### src/rtl/uart_tx_unit_if.sv
// Host-side handshake bundle for uart_tx_unit.
//   tx_start     : start request from host (sampled only while the transmitter is idle)
//   tx_din       : word to send, captured when the request is accepted
//   tx           : serial line, idle high
//   tx_done_tick : one-clock pulse at the end of the stop period
// master: host logic; slave: the transmitter.
interface uart_tx_unit_if #(
  parameter int unsigned DBIT = 8
);
  logic            tx_start;
  logic [DBIT-1:0] tx_din;
  logic            tx;
  logic            tx_done_tick;

  modport master (
    output tx_start,
    output tx_din,
    input  tx,
    input  tx_done_tick
  );

  modport slave (
    input  tx_start,
    input  tx_din,
    output tx,
    output tx_done_tick
  );
endinterface

### src/rtl/uart_tx_unit.sv
// UART transmitter with an integrated programmable 16x baud-tick generator.
// Frame: start bit (0), DBIT data bits LSB first, stop period of SB_TICK ticks (line high).
//
// Ports:
//   clk          : system clock, rising edge
//   reset_n      : synchronous active-low reset
//   baud_en      : baud counter enable; counter holds and s_tick is low when deasserted
//   final_value  : baud terminal count; tick period is final_value+1 clocks
//   host         : uart_tx_unit_if.slave (tx_start, tx_din, tx, tx_done_tick)
//   s_tick       : baud tick, one clock wide
//   s_reg        : oversample tick counter (debug)
//   b_next       : data shift register (debug)
//   tx_reg       : registered serial bit, equal to host.tx
//   state_out    : FSM state, 0 IDLE, 1 START, 2 DATA, 3 STOP
//   tx_busy      : (only with UART_TX_BUSY_EN defined) registered state != IDLE
//
// Optional feature macro: UART_TX_BUSY_EN.
module uart_tx_unit #(
  parameter int unsigned DBIT    = 8,
  parameter int unsigned SB_TICK = 16,
  parameter int unsigned BITS    = 11
) (
  input  logic            clk,
  input  logic            reset_n,
  input  logic            baud_en,
  input  logic [BITS-1:0] final_value,
  uart_tx_unit_if.slave   host,
  output logic            s_tick,
  output logic [3:0]      s_reg,
  output logic [DBIT-1:0] b_next,
  output logic            tx_reg,
  output logic [1:0]      state_out
`ifdef UART_TX_BUSY_EN
  ,
  output logic            tx_busy
`endif
);

  localparam logic [1:0] IDLE  = 2'd0;
  localparam logic [1:0] START = 2'd1;
  localparam logic [1:0] DATA  = 2'd2;
  localparam logic [1:0] STOP  = 2'd3;

  // Tick counter must reach SB_TICK-1 in the stop period (up to 31 for two stop bits).
  localparam int unsigned SW = (SB_TICK > 16) ? $clog2(SB_TICK) : 4;
  localparam int unsigned NW = (DBIT > 1) ? $clog2(DBIT) : 1;

  localparam logic [SW-1:0] SLast    = SW'(15);
  localparam logic [SW-1:0] StopLast = SW'(SB_TICK - 1);
  localparam logic [NW-1:0] NLast    = NW'(DBIT - 1);

  // Baud generator
  logic [BITS-1:0] q_q, q_d;

  always_comb begin
    q_d = q_q;
    if (baud_en) begin
      q_d = (q_q == final_value) ? '0 : q_q + BITS'(1);
    end
  end

  assign s_tick = baud_en && (q_q == final_value);

  // Transmit FSM
  logic [1:0]      state_q, state_d;
  logic [SW-1:0]   s_q, s_d;
  logic [NW-1:0]   n_q, n_d;
  logic [DBIT-1:0] b_q, b_d;
  logic            tx_q, tx_next;
  logic            done;

  always_comb begin
    state_d = state_q;
    s_d     = s_q;
    n_d     = n_q;
    b_d     = b_q;
    tx_next = 1'b1;
    done    = 1'b0;
    case (state_q)
      IDLE: begin
        tx_next = 1'b1;
        if (host.tx_start) begin
          b_d     = host.tx_din;
          s_d     = '0;
          state_d = START;
        end
      end
      START: begin
        tx_next = 1'b0;
        if (s_tick) begin
          if (s_q == SLast) begin
            s_d     = '0;
            n_d     = '0;
            state_d = DATA;
          end else begin
            s_d = s_q + SW'(1);
          end
        end
      end
      DATA: begin
        tx_next = b_q[0];
        if (s_tick) begin
          if (s_q == SLast) begin
            s_d = '0;
            b_d = b_q >> 1;
            if (n_q == NLast) begin
              state_d = STOP;
            end else begin
              n_d = n_q + NW'(1);
            end
          end else begin
            s_d = s_q + SW'(1);
          end
        end
      end
      STOP: begin
        tx_next = 1'b1;
        if (s_tick) begin
          if (s_q == StopLast) begin
            done    = 1'b1;
            state_d = IDLE;
          end else begin
            s_d = s_q + SW'(1);
          end
        end
      end
      default: state_d = IDLE;
    endcase
  end

  always_ff @(posedge clk) begin
    if (!reset_n) begin
      q_q     <= '0;
      state_q <= IDLE;
      s_q     <= '0;
      n_q     <= '0;
      b_q     <= '0;
      tx_q    <= 1'b1;
    end else begin
      q_q     <= q_d;
      state_q <= state_d;
      s_q     <= s_d;
      n_q     <= n_d;
      b_q     <= b_d;
      tx_q    <= tx_next;
    end
  end

`ifdef UART_TX_BUSY_EN
  logic busy_q;

  always_ff @(posedge clk) begin
    if (!reset_n) begin
      busy_q <= 1'b0;
    end else begin
      busy_q <= (state_d != IDLE);
    end
  end

  assign tx_busy = busy_q;
`endif

  assign host.tx           = tx_q;
  assign host.tx_done_tick = done;
  assign tx_reg            = tx_q;
  assign s_reg             = s_q[3:0];
  assign b_next            = b_q;
  assign state_out         = state_q;

endmodule

### src/flat_wrapper.sv
// flat-port wrapper written by rule: the top's interface ports become plain ports
module uart_tx_unit_flat 
#(
  parameter int unsigned DBIT    = 8,
  parameter int unsigned SB_TICK = 16,
  parameter int unsigned BITS    = 11
)
  (clk, reset_n, baud_en, final_value, s_tick, s_reg, b_next, tx_reg, state_out, host_tx_start, host_tx_din, host_tx, host_tx_done_tick);
  uart_tx_unit_if #(.DBIT(DBIT)) host_i ();
  input  logic clk;
  input  logic reset_n;
  input  logic baud_en;
  input  logic [BITS-1:0] final_value;
  output logic s_tick;
  output logic [3:0] s_reg;
  output logic [DBIT-1:0] b_next;
  output logic tx_reg;
  output logic [1:0] state_out;
  input wire logic [$bits(host_i.tx_start)-1:0] host_tx_start;
  input wire logic [$bits(host_i.tx_din)-1:0] host_tx_din;
  output wire logic [$bits(host_i.tx)-1:0] host_tx;
  output wire logic [$bits(host_i.tx_done_tick)-1:0] host_tx_done_tick;
  assign host_i.tx_start = host_tx_start;
  assign host_i.tx_din = host_tx_din;
  assign host_tx = host_i.tx;
  assign host_tx_done_tick = host_i.tx_done_tick;
  uart_tx_unit #(.DBIT(DBIT), .SB_TICK(SB_TICK), .BITS(BITS)) u_core (.clk(clk), .reset_n(reset_n), .baud_en(baud_en), .final_value(final_value), .host(host_i), .s_tick(s_tick), .s_reg(s_reg), .b_next(b_next), .tx_reg(tx_reg), .state_out(state_out));
endmodule
### config.mk
export PLATFORM = sky130hd
export DESIGN_NAME = uart_tx_unit_flat
export DESIGN_NICKNAME = d
export VERILOG_FILES = /design/src/rtl/uart_tx_unit_if.sv /design/src/rtl/uart_tx_unit.sv /design/src/flat_wrapper.sv
export SDC_FILE = /design/constraint.sdc
export NUM_CORES = 1
export LEC_CHECK = 0
export CORE_UTILIZATION = 45
export CTS_CLUSTER_SIZE = 25
export DETAILED_ROUTE_END_ITERATION = 10
export GPL_ROUTABILITY_DRIVEN = 0
export PLACE_DENSITY = 0.73
export SYNTH_ARGS = -nofsm -noshare
export SYNTH_HDL_FRONTEND = slang
export SYNTH_SLANG_ARGS = --single-unit
### constraint.sdc
create_clock -name clk -period 7.7 [get_ports clk]
set_clock_uncertainty 0.2 [all_clocks]
set_input_delay 2.31 -clock clk [delete_from_list [all_inputs] [get_ports clk]]
set_output_delay 2.31 -clock clk [all_outputs]
set_load 0.02 [all_outputs]
==> results.py <==
metrics = {
    "outcome": {
        "status": "complete, no violations",
    },
    "place": {
        "io_buffers": 40,
        "dp_slack_ns": 0.777,
        "dp_cells": 273,
        "hpwl_mm": 2.51,
    },
    "global_routing": {
        "grt_pass1_wl_mm": 5.60,
        "grt_pass1_vias": 1288,
        "grt_max_degree": 27,
        "antenna_found_initial": 0,
        "track_usage_pct": 17.7,
        "grt-ovfl-total": 0,
    },
    "layout": {
        "num_antenna_cells": 0,
        "fin_cells": 281,
        "fin_nets": 265,
        "final_layout_size_suffix_gt1_share_pct": 9.01,
        "largest_reg_flops": 11,
        "syn_to_final_growth_pct": 31.4,
        "nFillCells": 339,
    },
    "sta": {
        "finalSetupViolations": 0,
        "drv_slew": 0,
        "fin_tns_setup_ns": 0,
        "min_period_ns": 6.91,
        "report.final.hold_viol_count": 0,
        "worstMarginPinSlew_ns": 0.836,
        "rsz0062_at_grt": "false",
        "setup_ws_ns": 0.793,
        "fin_crit_sh_pct": 89.7,
        "hold_slack_ns": 0.275,
        "relSlewSlack_pct": 44.1,
        "max_clock_freq_ghz": 0.145,
    },
    "logic_synthesis": {
        "yosysMostFrequentCell": "dfxtp_1",
        "post_synth_instance_area_mm2": 0.00172,
        "synth_edf_count": 0,
        "synth_top_area_share_pct": 33.8,
        "syn_nets": 227,
        "synthTopCellsByCount": "dfxtp_1, nand2_1, nor2_1, mux2i_1, xnor2_1",
        "ys_types": 37,
        "syn_avg_cell_area_um2": 8.86,
        "synth_flop_cell": "dfxtp_1",
        "ys.warnings.count": 0,
        "seq_area_frac_synth_pct": 33.8,
        "async_flop_share_pct": 0,
        "synth.ff_latch_count": 29,
        "synth_cells": 194,
        "ys_top_cells_by_area": "dfxtp_1, ha_1, mux2i_1, xnor2_1, nand2_1",
        "yosysTopAreaCell": "dfxtp_1",
    },
    "worst_setup_path": {
        "critPathMostFrequentCell": "clkdlybuf4s50_1",
        "max_stage_delay_ns": 0.60,
        "startpoint_type": "input port",
        "cp-end-kind": "output pin",
        "crit_required_ns": 5.19,
        "cp_data_arrival_time_ns": 4.40,
        "worst-path-buf-inv": 2,
        "critPathMaxFanout": 5,
        "critPathSlowestCell": "clkdlybuf4s50_1",
        "critical_path_class": "in2out",
        "path_cells": "clkdlybuf4s50_1, xnor2_1, nand4_1, or4_4, nor2_1, clkdlybuf4s50_1",
        "crit_family": "buffers and inverters",
    },
    "cts": {
        "ctsResizeCount": 0,
        "clk_pin_slew_ns": 0.06,
        "cts_sinks": 29,
        "numCtsBuffers": 5,
        "ctsHoldBuffers": 0,
        "clockBufferDepth": 2,
        "root_buffer": "clkbuf_8",
        "cts_tree": "yes",
        "cts_max_level": 2,
        "worstSkewPairLatency_ns": 0.28,
        "post_cts_buffers": 0,
    },
    "floorplanning": {
        "start_util_pct": 46.9,
        "dieArea_mm2": 0.00407,
        "io_pins": 41,
        "dieHeight_um": 63.8,
        "placementRows": 22,
        "core_region_area_mm2": 0.00366,
        "die_w_um": 63.8,
    },
    "job": {
        "drv_cap": 0,
    },
    "pwr": {
        "pwr-share-clk_pct": 23.8,
        "p_int_uw": 438,
        "swShare_pct": 35.8,
        "pwr-share-seq_pct": 29.9,
        "p_comb_share_pct": 46.3,
        "power_per_cell_area_mw_per_mm2": 302,
        "p_total_uw": 682,
        "cellLeakagePower_nw": 0.881,
        "power_switching_uw": 244,
        "vdd_ir_drop_max_v": 0.000220,
    },
    "drt": {
        "ant_nets": 0,
        "drc": 0,
        "drt_iter0_drc": 67,
        "routedWlPerCell_um": 11.9,
        "drt_pass1_iterations": 4,
        "totalWireLength_mm": 3.33,
        "via_count": 1419,
        "viasPerCell": 5.05,
    },
    "min_path": {
        "hp-class": "reg2reg",
    },
}
worst min-delay path: stages (launching register included):
cell and delay (ns):
dfxtp_1 0.32, nand2_1 0.05, mux2i_1 0.05
layout by cell type (no fill, tap or decap), types with 3 or more instances in the layout:
cell,instances
o21ai_0,5
inv_1,8
clkbuf_8,6
xor2_1,8
dfxtp_1,29
nor2_1,16
clkdlybuf4s50_1,40
ha_1,10
mux2i_1,11
nand2_1,24
nand4_1,8
or3_1,3
nand3_1,7
xnor2_1,11
mux2_2,7
a21oi_1,8
and3_1,5
area by class of cell:
cell class,instances,area (um2),share of cell area [%]
multi-input cells,148,1070,47.4
clock buffers,7,86.3,3.82
flip-flops and latches,29,581,25.7
clock inverters,1,30.0,1.33
repair buffers,40,400,17.7
inverters,8,30.0,1.33
well taps,48,60.1,2.66
per-stage QoR:
stage                     cell area (um2)  util [%]
after floorplan                      1720         -
after global placement               2140      58.5
after detailed placement             2140      58.5
after CTS                            2260      61.7
after global routing                 2260      61.7
final                                2260      61.7
layer usage:
metal	global-route usage [%]	part of all wire [%]	vias up
li1	-	-	745
met1	22.2	48	633
met2	28.3	45	36
met3	5.18	5.0	5
met4	6.82	1.4	0
met5	0	0	-
worst paths after layout:
kind                            start           endpoint  slack [ns]  cells past startpoint
setup / recovery       final_value[7]  host_tx_done_tick        0.79                      6
setup reg to reg  u_core.state_out[0]    u_core.s_reg[2]        5.20                      7
hold / removal       u_core.b_next[0]   u_core.b_next[0]        0.27                      2
hold reg to reg      u_core.b_next[0]   u_core.b_next[0]        0.27                      2
cell families (layout without fill, tap and decap cells):
family	after synthesis	count (layout)	share of synthesized area, %
multiplexers	18	18	11.0
buffers and inverters	17	56	3.93
XOR/XNOR	21	21	11.6
adder cells (fa/ha/maj)	10	10	7.28
AND/OR/NAND/NOR	75	75	22.1
flip-flops	29	29	33.8
AO/OA/AOI/OAI	24	24	10.3
power by group through the flow:
stage                     Combinational [mW]  Sequential [mW]  Clock (mW)
after floorplan                        0.187            0.237           0
after global placement                 0.314            0.208           0
after detailed placement               0.316            0.207           0
after CTS                              0.318            0.205       0.166
after global routing                   0.338            0.209       0.174
final                                  0.315            0.204       0.162
Power figures use the tool's default switching activity.
